<file path="src/rtl/udp_payload_strip_if.sv">
// -----------------------------------------------------------------------------
// udp_payload_strip_if
// Purpose : AXI4-Stream style bundle used for both the IPv4 input stream and
//           the realigned UDP payload output stream of udp_payload_strip.
// Signals : tvalid  beat valid (source)
//           tready  beat accept (sink)
//           tdata   DATA_W bits of data, little-endian byte lanes
//           tkeep   KEEP_W byte enables, contiguous from lane 0
//           tlast   last beat of the packet
//           tuser   packet error flag, meaningful on the tlast beat
// Modports: master drives the stream, slave accepts it.
// -----------------------------------------------------------------------------
interface udp_payload_strip_if #(
  parameter int DATA_W = 64,
  parameter int KEEP_W = DATA_W / 8
);
  logic              tvalid;
  logic              tready;
  logic [DATA_W-1:0] tdata;
  logic [KEEP_W-1:0] tkeep;
  logic              tlast;
  logic              tuser;

  modport master (output tvalid, tdata, tkeep, tlast, tuser, input tready);
  modport slave  (input tvalid, tdata, tkeep, tlast, tuser, output tready);
endinterface

</file>
<file path="src/rtl/udp_payload_strip.sv">
// -----------------------------------------------------------------------------
// udp_payload_strip
// Purpose : Removes the 20-byte IPv4 header and 8-byte UDP header from a 64-bit
//           IPv4 stream and realigns the UDP payload so that payload byte 0
//           sits in lane 0. Packets with a bad version/IHL, a non-UDP protocol,
//           a wrong destination port (optional) or an empty/truncated payload
//           are consumed silently. Dropped and forwarded packets are counted.
// Ports   : clk         clock
//           nreset      synchronous reset, active-high
//           ip_i        input stream (slave), IPv4 byte 0 in lane 0 of beat 0
//           udp_o       output stream (master), payload realigned to lane 0
//           drop_cnt_o  saturating count of dropped packets
//           fwd_cnt_o   saturating count of packets fully accepted downstream
// Only a 64-bit stream is supported.
// -----------------------------------------------------------------------------
module udp_payload_strip #(
  parameter int          AXI_DATA_W = 64,
  parameter int          AXI_KEEP_W = AXI_DATA_W / 8,
  parameter logic [15:0] DST_PORT   = 16'd5000,
  parameter bit          PORT_FILT  = 1'b1,
  parameter int          CNT_W      = 16
) (
  input  logic                       clk,
  input  logic                       nreset,
  udp_payload_strip_if.slave         ip_i,
  udp_payload_strip_if.master        udp_o,
  output logic [CNT_W-1:0]           drop_cnt_o,
  output logic [CNT_W-1:0]           fwd_cnt_o
);

  typedef enum logic [2:0] {H0, H1, H2, H3, PAY, FLUSH, DROP} state_t;

  state_t                  state_q, state_d;
  logic [31:0]             hi_q, hi_d;           // upper half of the previous beat
  logic [3:0]              keep_hi_q, keep_hi_d; // tkeep[7:4] of the tlast beat
  logic                    tuser_q, tuser_d;     // tuser of the tlast beat

  logic                    out_valid_q;
  logic [AXI_DATA_W-1:0]   out_data_q;
  logic [AXI_KEEP_W-1:0]   out_keep_q;
  logic                    out_last_q;
  logic                    out_user_q;
  logic [CNT_W-1:0]        drop_cnt_q;
  logic [CNT_W-1:0]        fwd_cnt_q;

  logic                    emit;
  logic [AXI_DATA_W-1:0]   emit_data;
  logic [AXI_KEEP_W-1:0]   emit_keep;
  logic                    emit_last;
  logic                    emit_user;
  logic                    drop_pkt;

  logic                    out_load;
  logic                    in_ready;
  logic                    in_fire;
  logic                    tail_hi;
  logic                    fwd_fire;
  logic [15:0]             dst_port;

  // The output register may take a new beat whenever it is empty or being
  // drained; input is blocked while the FLUSH beat waits for that slot.
  assign out_load = udp_o.tready | ~out_valid_q;
  assign in_ready = out_load & (state_q != FLUSH);
  assign in_fire  = ip_i.tvalid & in_ready;
  assign tail_hi  = |ip_i.tkeep[7:4];
  assign dst_port = {ip_i.tdata[55:48], ip_i.tdata[63:56]};
  assign fwd_fire = out_valid_q & udp_o.tready & out_last_q;

  assign ip_i.tready  = in_ready;
  assign udp_o.tvalid = out_valid_q;
  assign udp_o.tdata  = out_data_q;
  assign udp_o.tkeep  = out_keep_q;
  assign udp_o.tlast  = out_last_q;
  assign udp_o.tuser  = out_user_q;
  assign drop_cnt_o   = drop_cnt_q;
  assign fwd_cnt_o    = fwd_cnt_q;

  always_comb begin
    state_d   = state_q;
    hi_d      = hi_q;
    keep_hi_d = keep_hi_q;
    tuser_d   = tuser_q;
    emit      = 1'b0;
    emit_data = '0;
    emit_keep = '0;
    emit_last = 1'b0;
    emit_user = 1'b0;
    drop_pkt  = 1'b0;

    case (state_q)
      // Header beats: a tlast here means the header is truncated, which is
      // a drop no matter what the checks say.
      H0: if (in_fire) begin
        if (ip_i.tlast) begin
          drop_pkt = 1'b1;
          state_d  = H0;
        end else if (ip_i.tdata[7:0] != 8'h45) begin
          state_d = DROP;
        end else begin
          state_d = H1;
        end
      end
      H1: if (in_fire) begin
        if (ip_i.tlast) begin
          drop_pkt = 1'b1;
          state_d  = H0;
        end else if (ip_i.tdata[15:8] != 8'h11) begin
          state_d = DROP;
        end else begin
          state_d = H2;
        end
      end
      H2: if (in_fire) begin
        if (ip_i.tlast) begin
          drop_pkt = 1'b1;
          state_d  = H0;
        end else if (PORT_FILT && (dst_port != DST_PORT)) begin
          state_d = DROP;
        end else begin
          state_d = H3;
        end
      end
      // Lanes 0-3 are UDP length/checksum; lanes 4-7 start the payload.
      H3: if (in_fire) begin
        hi_d = ip_i.tdata[63:32];
        if (ip_i.tlast) begin
          state_d = H0;
          if (!tail_hi) begin
            drop_pkt = 1'b1;
          end else begin
            emit      = 1'b1;
            emit_data = {32'h0, ip_i.tdata[63:32]};
            emit_keep = {4'h0, ip_i.tkeep[7:4]};
            emit_last = 1'b1;
            emit_user = ip_i.tuser;
          end
        end else begin
          state_d = PAY;
        end
      end
      PAY: if (in_fire) begin
        emit      = 1'b1;
        emit_data = {ip_i.tdata[31:0], hi_q};
        emit_keep = {ip_i.tkeep[3:0], 4'hF};
        hi_d      = ip_i.tdata[63:32];
        if (ip_i.tlast) begin
          if (!tail_hi) begin
            emit_last = 1'b1;
            emit_user = ip_i.tuser;
            state_d   = H0;
          end else begin
            // Upper half of the final beat still has to go out on its own.
            keep_hi_d = ip_i.tkeep[7:4];
            tuser_d   = ip_i.tuser;
            state_d   = FLUSH;
          end
        end
      end
      FLUSH: if (out_load) begin
        emit      = 1'b1;
        emit_data = {32'h0, hi_q};
        emit_keep = {4'h0, keep_hi_q};
        emit_last = 1'b1;
        emit_user = tuser_q;
        state_d   = H0;
      end
      DROP: if (in_fire && ip_i.tlast) begin
        drop_pkt = 1'b1;
        state_d  = H0;
      end
      default: state_d = H0;
    endcase
  end

  always_ff @(posedge clk) begin
    if (nreset) begin
      state_q     <= H0;
      hi_q        <= '0;
      keep_hi_q   <= '0;
      tuser_q     <= 1'b0;
      out_valid_q <= 1'b0;
      out_data_q  <= '0;
      out_keep_q  <= '0;
      out_last_q  <= 1'b0;
      out_user_q  <= 1'b0;
      drop_cnt_q  <= '0;
      fwd_cnt_q   <= '0;
    end else begin
      state_q   <= state_d;
      hi_q      <= hi_d;
      keep_hi_q <= keep_hi_d;
      tuser_q   <= tuser_d;
      if (out_load) begin
        out_valid_q <= emit;
        out_data_q  <= emit_data;
        out_keep_q  <= emit_keep;
        out_last_q  <= emit_last;
        out_user_q  <= emit_user;
      end
      if (drop_pkt && (drop_cnt_q != {CNT_W{1'b1}})) begin
        drop_cnt_q <= drop_cnt_q + 1'b1;
      end
      if (fwd_fire && (fwd_cnt_q != {CNT_W{1'b1}})) begin
        fwd_cnt_q <= fwd_cnt_q + 1'b1;
      end
    end
  end

endmodule
</file>
<file path="src/flat_wrapper.sv">
// flat-port wrapper written by rule: the top's interface ports become plain ports
module udp_payload_strip_flat 
#(
  parameter int          AXI_DATA_W = 64,
  parameter int          AXI_KEEP_W = AXI_DATA_W / 8,
  parameter logic [15:0] DST_PORT   = 16'd5000,
  parameter bit          PORT_FILT  = 1'b1,
  parameter int          CNT_W      = 16
)
  (clk, nreset, drop_cnt_o, fwd_cnt_o, ip_i_tvalid, ip_i_tdata, ip_i_tkeep, ip_i_tlast, ip_i_tuser, ip_i_tready, udp_o_tvalid, udp_o_tdata, udp_o_tkeep, udp_o_tlast, udp_o_tuser, udp_o_tready);
  udp_payload_strip_if ip_i_i ();
  udp_payload_strip_if udp_o_i ();
  input  logic clk;
  input  logic nreset;
  output logic [CNT_W-1:0] drop_cnt_o;
  output logic [CNT_W-1:0] fwd_cnt_o;
  input wire logic [$bits(ip_i_i.tvalid)-1:0] ip_i_tvalid;
  input wire logic [$bits(ip_i_i.tdata)-1:0] ip_i_tdata;
  input wire logic [$bits(ip_i_i.tkeep)-1:0] ip_i_tkeep;
  input wire logic [$bits(ip_i_i.tlast)-1:0] ip_i_tlast;
  input wire logic [$bits(ip_i_i.tuser)-1:0] ip_i_tuser;
  output wire logic [$bits(ip_i_i.tready)-1:0] ip_i_tready;
  output wire logic [$bits(udp_o_i.tvalid)-1:0] udp_o_tvalid;
  output wire logic [$bits(udp_o_i.tdata)-1:0] udp_o_tdata;
  output wire logic [$bits(udp_o_i.tkeep)-1:0] udp_o_tkeep;
  output wire logic [$bits(udp_o_i.tlast)-1:0] udp_o_tlast;
  output wire logic [$bits(udp_o_i.tuser)-1:0] udp_o_tuser;
  input wire logic [$bits(udp_o_i.tready)-1:0] udp_o_tready;
  assign ip_i_i.tvalid = ip_i_tvalid;
  assign ip_i_i.tdata = ip_i_tdata;
  assign ip_i_i.tkeep = ip_i_tkeep;
  assign ip_i_i.tlast = ip_i_tlast;
  assign ip_i_i.tuser = ip_i_tuser;
  assign ip_i_tready = ip_i_i.tready;
  assign udp_o_tvalid = udp_o_i.tvalid;
  assign udp_o_tdata = udp_o_i.tdata;
  assign udp_o_tkeep = udp_o_i.tkeep;
  assign udp_o_tlast = udp_o_i.tlast;
  assign udp_o_tuser = udp_o_i.tuser;
  assign udp_o_i.tready = udp_o_tready;
  udp_payload_strip #(.AXI_DATA_W(AXI_DATA_W), .AXI_KEEP_W(AXI_KEEP_W), .DST_PORT(DST_PORT), .PORT_FILT(PORT_FILT), .CNT_W(CNT_W)) u_core (.clk(clk), .nreset(nreset), .ip_i(ip_i_i), .udp_o(udp_o_i), .drop_cnt_o(drop_cnt_o), .fwd_cnt_o(fwd_cnt_o));
endmodule
</file>
<file path="config.mk">
export PLATFORM = sky130hd
export DESIGN_NAME = udp_payload_strip_flat
export DESIGN_NICKNAME = d
export VERILOG_FILES = /design/src/rtl/udp_payload_strip_if.sv /design/src/rtl/udp_payload_strip.sv /design/src/flat_wrapper.sv
export SDC_FILE = /design/constraint.sdc
export NUM_CORES = 1
export LEC_CHECK = 0
export CORE_MARGIN = 5
export CORE_UTILIZATION = 47
export CTS_BUF_LIST = sky130_fd_sc_hd__clkbuf_16
export CTS_CLUSTER_SIZE = 16
export DETAILED_ROUTE_END_ITERATION = 8
export GPL_TIMING_DRIVEN = 0
export MAX_ROUTING_LAYER = met4
export PLACE_DENSITY = 0.81
export SYNTH_ARGS = -nofsm -noshare
export SYNTH_HDL_FRONTEND = slang
export SYNTH_SLANG_ARGS = --single-unit
</file>
<file path="constraint.sdc">
create_clock -name clk -period 2.52 [get_ports clk]
set_input_delay 0.504 -clock clk [delete_from_list [all_inputs] [get_ports clk]]
set_output_delay 0.504 -clock clk [all_outputs]
set_load 0.05 [all_outputs]
</file>
### Word-level counts from Yosys, hierarchy flattened

Cells that the tools add are included.
Widths: inputs -> output; s select.

| storage, ports and cells | value |
|---|---|
| flip-flop bits (word level) | 147 |

| operators by class | value |
|---|---|
| bitwise logic cells | 6 |
| equal/unequal tests | 20 |
| add/subtract/negate cells | 2 |
| muxes and demuxes | 47 |
| reductions and logical operators | 10 |

Operators with widths:

| cell | number |
|---|---|
| $mux 64 | 3 |
| $pmux 64 s3 | 1 |
| $mux 3 | 16 |
| $add 16x1->16 const B | 2 |
| $mux 32 | 1 |
| $ne 16x16->1 const B | 2 |
| $mux 8 | 3 |
| $pmux 8 s3 | 1 |
| $pmux 3 s7 | 1 |
| $mux 1 | 16 |
| $ne 16x13->1 const B | 1 |
| $ne 2x1->1 const B | 7 |
| $pmux 1 s3 | 4 |
| $eq 3x3->1 const B | 3 |
| $ne 8x5->1 const B | 1 |
| $ne 8x7->1 const B | 1 |
| $reduce_and 8->1 | 1 |
| $eq 3x2->1 const B | 2 |
| $and 1x1->1 | 4 |
| $mux 4 | 1 |
| $reduce_and 4->1 | 1 |
| $reduce_or 4->1 | 1 |
| $eq 3x1->1 const B | 1 |
| $logic_and 1x1->1 | 3 |
| 8 further kinds | 8 |

### Logic depth before layout (Yosys ltp)

| depth | value |
|---|---|
| word-level depth | 8 |
| mapped depth | 8 |
| depth with buffers taken out | 6 |

### Worst setup path before layout

Ideal clock, no wire load.

| path | value |
|---|---|
| path kind | flip-flop to output port |
| start | reg u_core.out_valid_q, in the netlist u_core.udp_o.tvalid |
| end | out ip_i_tready |
| required time | 2016 ps |
| arrival | 1873 ps |
| slack | 143 ps |
| stages on the path, launching flop included | 5 |
| path through | dfxtp_1 nor2b_1 buf_1 clkbuf_1 nor2_1 |

| between the ends | value |
|---|---|
| cells in the longest elaborated chain, start to end | 3 |

RTL lines:

| element | line | RTL |
|---|---|---|
| start, declared | udp_payload_strip.sv:38 | `logic out_valid_q;` |
| start signal, assigned | udp_payload_strip.sv:194 | `out_valid_q <= emit;` |
| $not 1->1 | udp_payload_strip.sv:62 | `assign out_load = udp_o.tready \| ~out_valid_q;` |
| $or 1x1->1 | udp_payload_strip.sv:62 |  |
| $and 1x1->1 | udp_payload_strip.sv:63 | `assign in_ready = out_load & (state_q != FLUSH);` |
| end, declared | flat_wrapper.sv:22 | `output wire logic [$bits(ip_i_i.tready)-1:0] ip_i_tready;` |

No other way between the ends.

### Worst setup path after layout

| path | value |
|---|---|
| start | in udp_o_tready |
| end | out ip_i_tready |

| between the ends | value |
|---|---|
| cells in the longest elaborated chain, start to end | 2 |

RTL lines:

| element | line | RTL |
|---|---|---|
| start, declared | flat_wrapper.sv:28 | `input wire logic [$bits(udp_o_i.tready)-1:0] udp_o_tready;` |
| $or 1x1->1 | udp_payload_strip.sv:62 |  |
| $and 1x1->1 | udp_payload_strip.sv:63 |  |

No other way between the ends.

==> impl_metrics.csv <==
group,metric,value,unit
status,outcome,"completed",
global_route,antenna_found_initial,0,
sta,fin_crit_sh,97.8,%
sta,fmax,406,MHz
sta,finalHoldViolCount,0,
yosys,syn_inst,702,
cells_and_area,syn2layout_area_growth,44.4,%
detailed_routing,via_count,6045,
sta,slew_headroom,49.4,%
placement,dpl-instance-area,0.00805,mm2
worst_setup_path,cp.arrival,1.96,ns
worst_setup_path,cp_slowest_cell,"clkdlybuf4s50_1",
cells_and_area,nets,985,
yosys,synth_area_leaders,"dfxtp_1 (49%), a22oi_1 (8.5%), nand2_1 (7.4%)",
placement,gp_congestion,0.842,
sta,tightest_slew,0.753,ns
worst_setup_path,slowest_delay,0.61,ns
die,dieArea,0.0151,mm2
clock_network,cts_buffers,17,
power_and_ir_drop,p_per_area,624,mW/mm2
worst_setup_path,critical-path-top-delay-family,"buffers and inverters",
yosys,synth_area_leader_cell,"dfxtp_1",
global_route,grt_overflow_total,0,
cells_and_area,fillers,988,
cells_and_area,layout_commonest_cell,"clkdlybuf4s50_1",
yosys,synth_edf_count,0,
yosys,ys_async_sr_fraction,0,%
min_path,holdCritPathClass,"reg2reg",
detailed_routing,ant_nets,0,
clock_network,root_buffer,"clkbuf_16",
worst_setup_path,path_class,"in2out",
cells_and_area,final_util,68.9,%
worst_setup_path,crit_chain,"clkdlybuf4s50_1 > nor2b_4 > buf_4 > clkbuf_4 > nor2_1 > buf_2",
yosys,ys_warn_count,0,
sta,final.setup.tns,0,ns
yosys,ys_seq_area_share,49.1,%
yosys,yosysUniqueCellTypes,56,
die,die_x,123,um
clock_network,clkLatencyLatePin,0.42,ns
die,floorplan.initialDensity,47.7,%
die,rows,41,
yosys,synth_top_area_share,49.1,%
global_route,grt_pass1_wl,27600,um
clock_network,clkTransAtPathRegs,0.06,ns
clock_network,holdBufCountCts,0,
detailed_routing,routed_wl,18000,um
die,io_pins,186,
detailed_routing,dr.pass1.iters,5,
clock_network,htreeDepth,4,
worst_setup_path,cp-start-kind,"primary input",
sta,period_minus_slack,2.46,ns
worst_setup_path,crit_buf_inv,4,
yosys,synth_flop_cell,"dfxtp_1",
global_route,grt_usage,23.9,%
placement,port_buffers,184,
global_route,grt_max_degree,17,
clock_network,cts_tree,"done",
yosys,synth_nets,782,
sta,finClkSkew,0.00697,ns
power_and_ir_drop,ir_drop,0.000396,V
power_and_ir_drop,p_leak,0.00289,uW
yosys,ys_ff_latch,147,
yosys,syn_area,0.00600,mm2
cells_and_area,drive_gt1_share,5.67,%
detailed_routing,routedWlPerCell,16.5,um
worst_setup_path,r2r_setup_slack,0.40,ns
sta,setup_violations,0,
worst_setup_path,crit_required,2.02,ns
cells_and_area,layout_common_cells,"clkdlybuf4s50_1 (183), dfxtp_1 (147), nand2_1 (118)",
worst_setup_path,end_kind,"output port",
clock_network,clk_path_buf_depth,2,
detailed_routing,viasPerCell,5.55,
placement,dpl.hpwl,13100,um
yosys,syn_area_per_cell,8.54,um2
sta,rsz0062_at_grt,"false",
global_route,grt_pass1_vias,5691,
die,coreArea,0.0126,mm2
detailed_routing,drc,0,
sta,finalMaxSlewViolations,0,
clock_network,cts.sinks,147,
detailed_routing,drt_iter0_markers,518,
flow_run,maxCapViolCount,0,
cells_and_area,finalInstanceArea,0.00866,mm2
cells_and_area,antenna_cells,0,
worst_setup_path,critPathMaxFanout,10,
die,die_h,123,um
sequential cells by signal (all words and copies together), names as in the netlist, 3 cells and up:
register	count
u_core.udp_o.tkeep	8
u_core.keep_hi_q	4
u_core.drop_cnt_o	16
u_core.hi_q	32
u_core.udp_o.tdata	64
u_core.fwd_cnt_o	16
u_core.state_q	3
cell usage after synthesis (2+ instances only):
cell	instances
o211ai_1	2
and4_1	6
mux2i_1	8
nand2b_1	2
or3_1	11
a22o_1	4
o211a_1	2
xor2_1	10
nor4_2	2
a221oi_1	4
ha_1	2
nor4b_1	4
clkbuf_1	31
and3_1	3
o31ai_1	6
nand4b_1	4
nand4_1	8
nor2b_1	2
nor2_1	71
nand2_1	118
o21ai_1	7
buf_2	12
o22ai_1	2
nand3_1	19
o21ai_0	39
nor4bb_1	2
xnor2_1	4
dfxtp_1	147
a21oi_1	53
and2_1	6
or4_1	4
a22oi_1	68
nor3_1	12
inv_1	5
cell type report:
cell class                      instances  area [um2]  area share [%]
Sequential cell                       147        2940            34.0
Inverter                                5        18.8           0.217
Multi-Input combinational cell        504        2840            32.8
Buffer                                 46         206            2.38
Clock buffer                           17         425            4.91
Timing Repair Buffer                  184        1840            21.2
Tap cell                              172         215            2.49
Clock inverter                         14         171            1.98
final timing paths:
kind / endpoint / from / depth (start not counted)
min reg2reg: u_core.udp_o.tdata[25] / u_core.udp_o.tdata[25] / 2
min: u_core.udp_o.tdata[25] / u_core.udp_o.tdata[25] / 2
max reg2reg: u_core.udp_o.tdata[12] / u_core.state_q[0] / 5
max: ip_i_tready / udp_o_tready / 6
cells by family after synthesis:
logic type,count (synthesis),synth area share (%)
AO/OA/AOI/OAI,198,21.2
XOR/XNOR,14,2.04
adder cells (fa/ha/maj),2,0.417
buffers and inverters,51,3.63
flip-flops,147,49.1
multiplexers,8,1.34
AND/OR/NAND/NOR,282,22.3
what timing repair did:
item | in CTS | in global routing
setup endpoints to repair | 1 | 1
setup buffers | 0 | 0
gates resized for setup | 10 | 1
metal layers:
metal / up-vias / GRT usage, % / routed length (um)
met4: 0 / 9.03 / 387
met3: 31 / 6.40 / 1430
met1: 2855 / 29.8 / 7630
met2: 240 / 37.3 / 8550
li1: 2919 / - / -
met5: - / - / 0
report_power, final:
| group | internal, uW | switching, uW | leakage [uW] |
|---|---|---|---|
| clock network | 1630 | 936 | 0.000290 |
| logic | 200 | 257 | 0.00142 |
| registers | 2360 | 23.8 | 0.00119 |
| total | 4190 | 1220 | 0.00289 |
tightest hold or removal path, cell delays in order, from the launching register on:
cell	delay [ns]
dfxtp_1	0.31
nand2_1	0.05
o21ai_1	0.05
metrics by stage:
step	instances	hold slack [ns]	total power, uW	worst slack [ns]
floorplan	702	0.437	2650	0.143
global placement	1058	0.435	2880	-1.02
detailed placement	1058	0.443	2890	-1.00
CTS	1089	0.453	5440	0.0384
global route	1089	0.471	5580	0.00458
finish	1089	0.449	5400	0.0552
(Power assumes the default switching activity.)
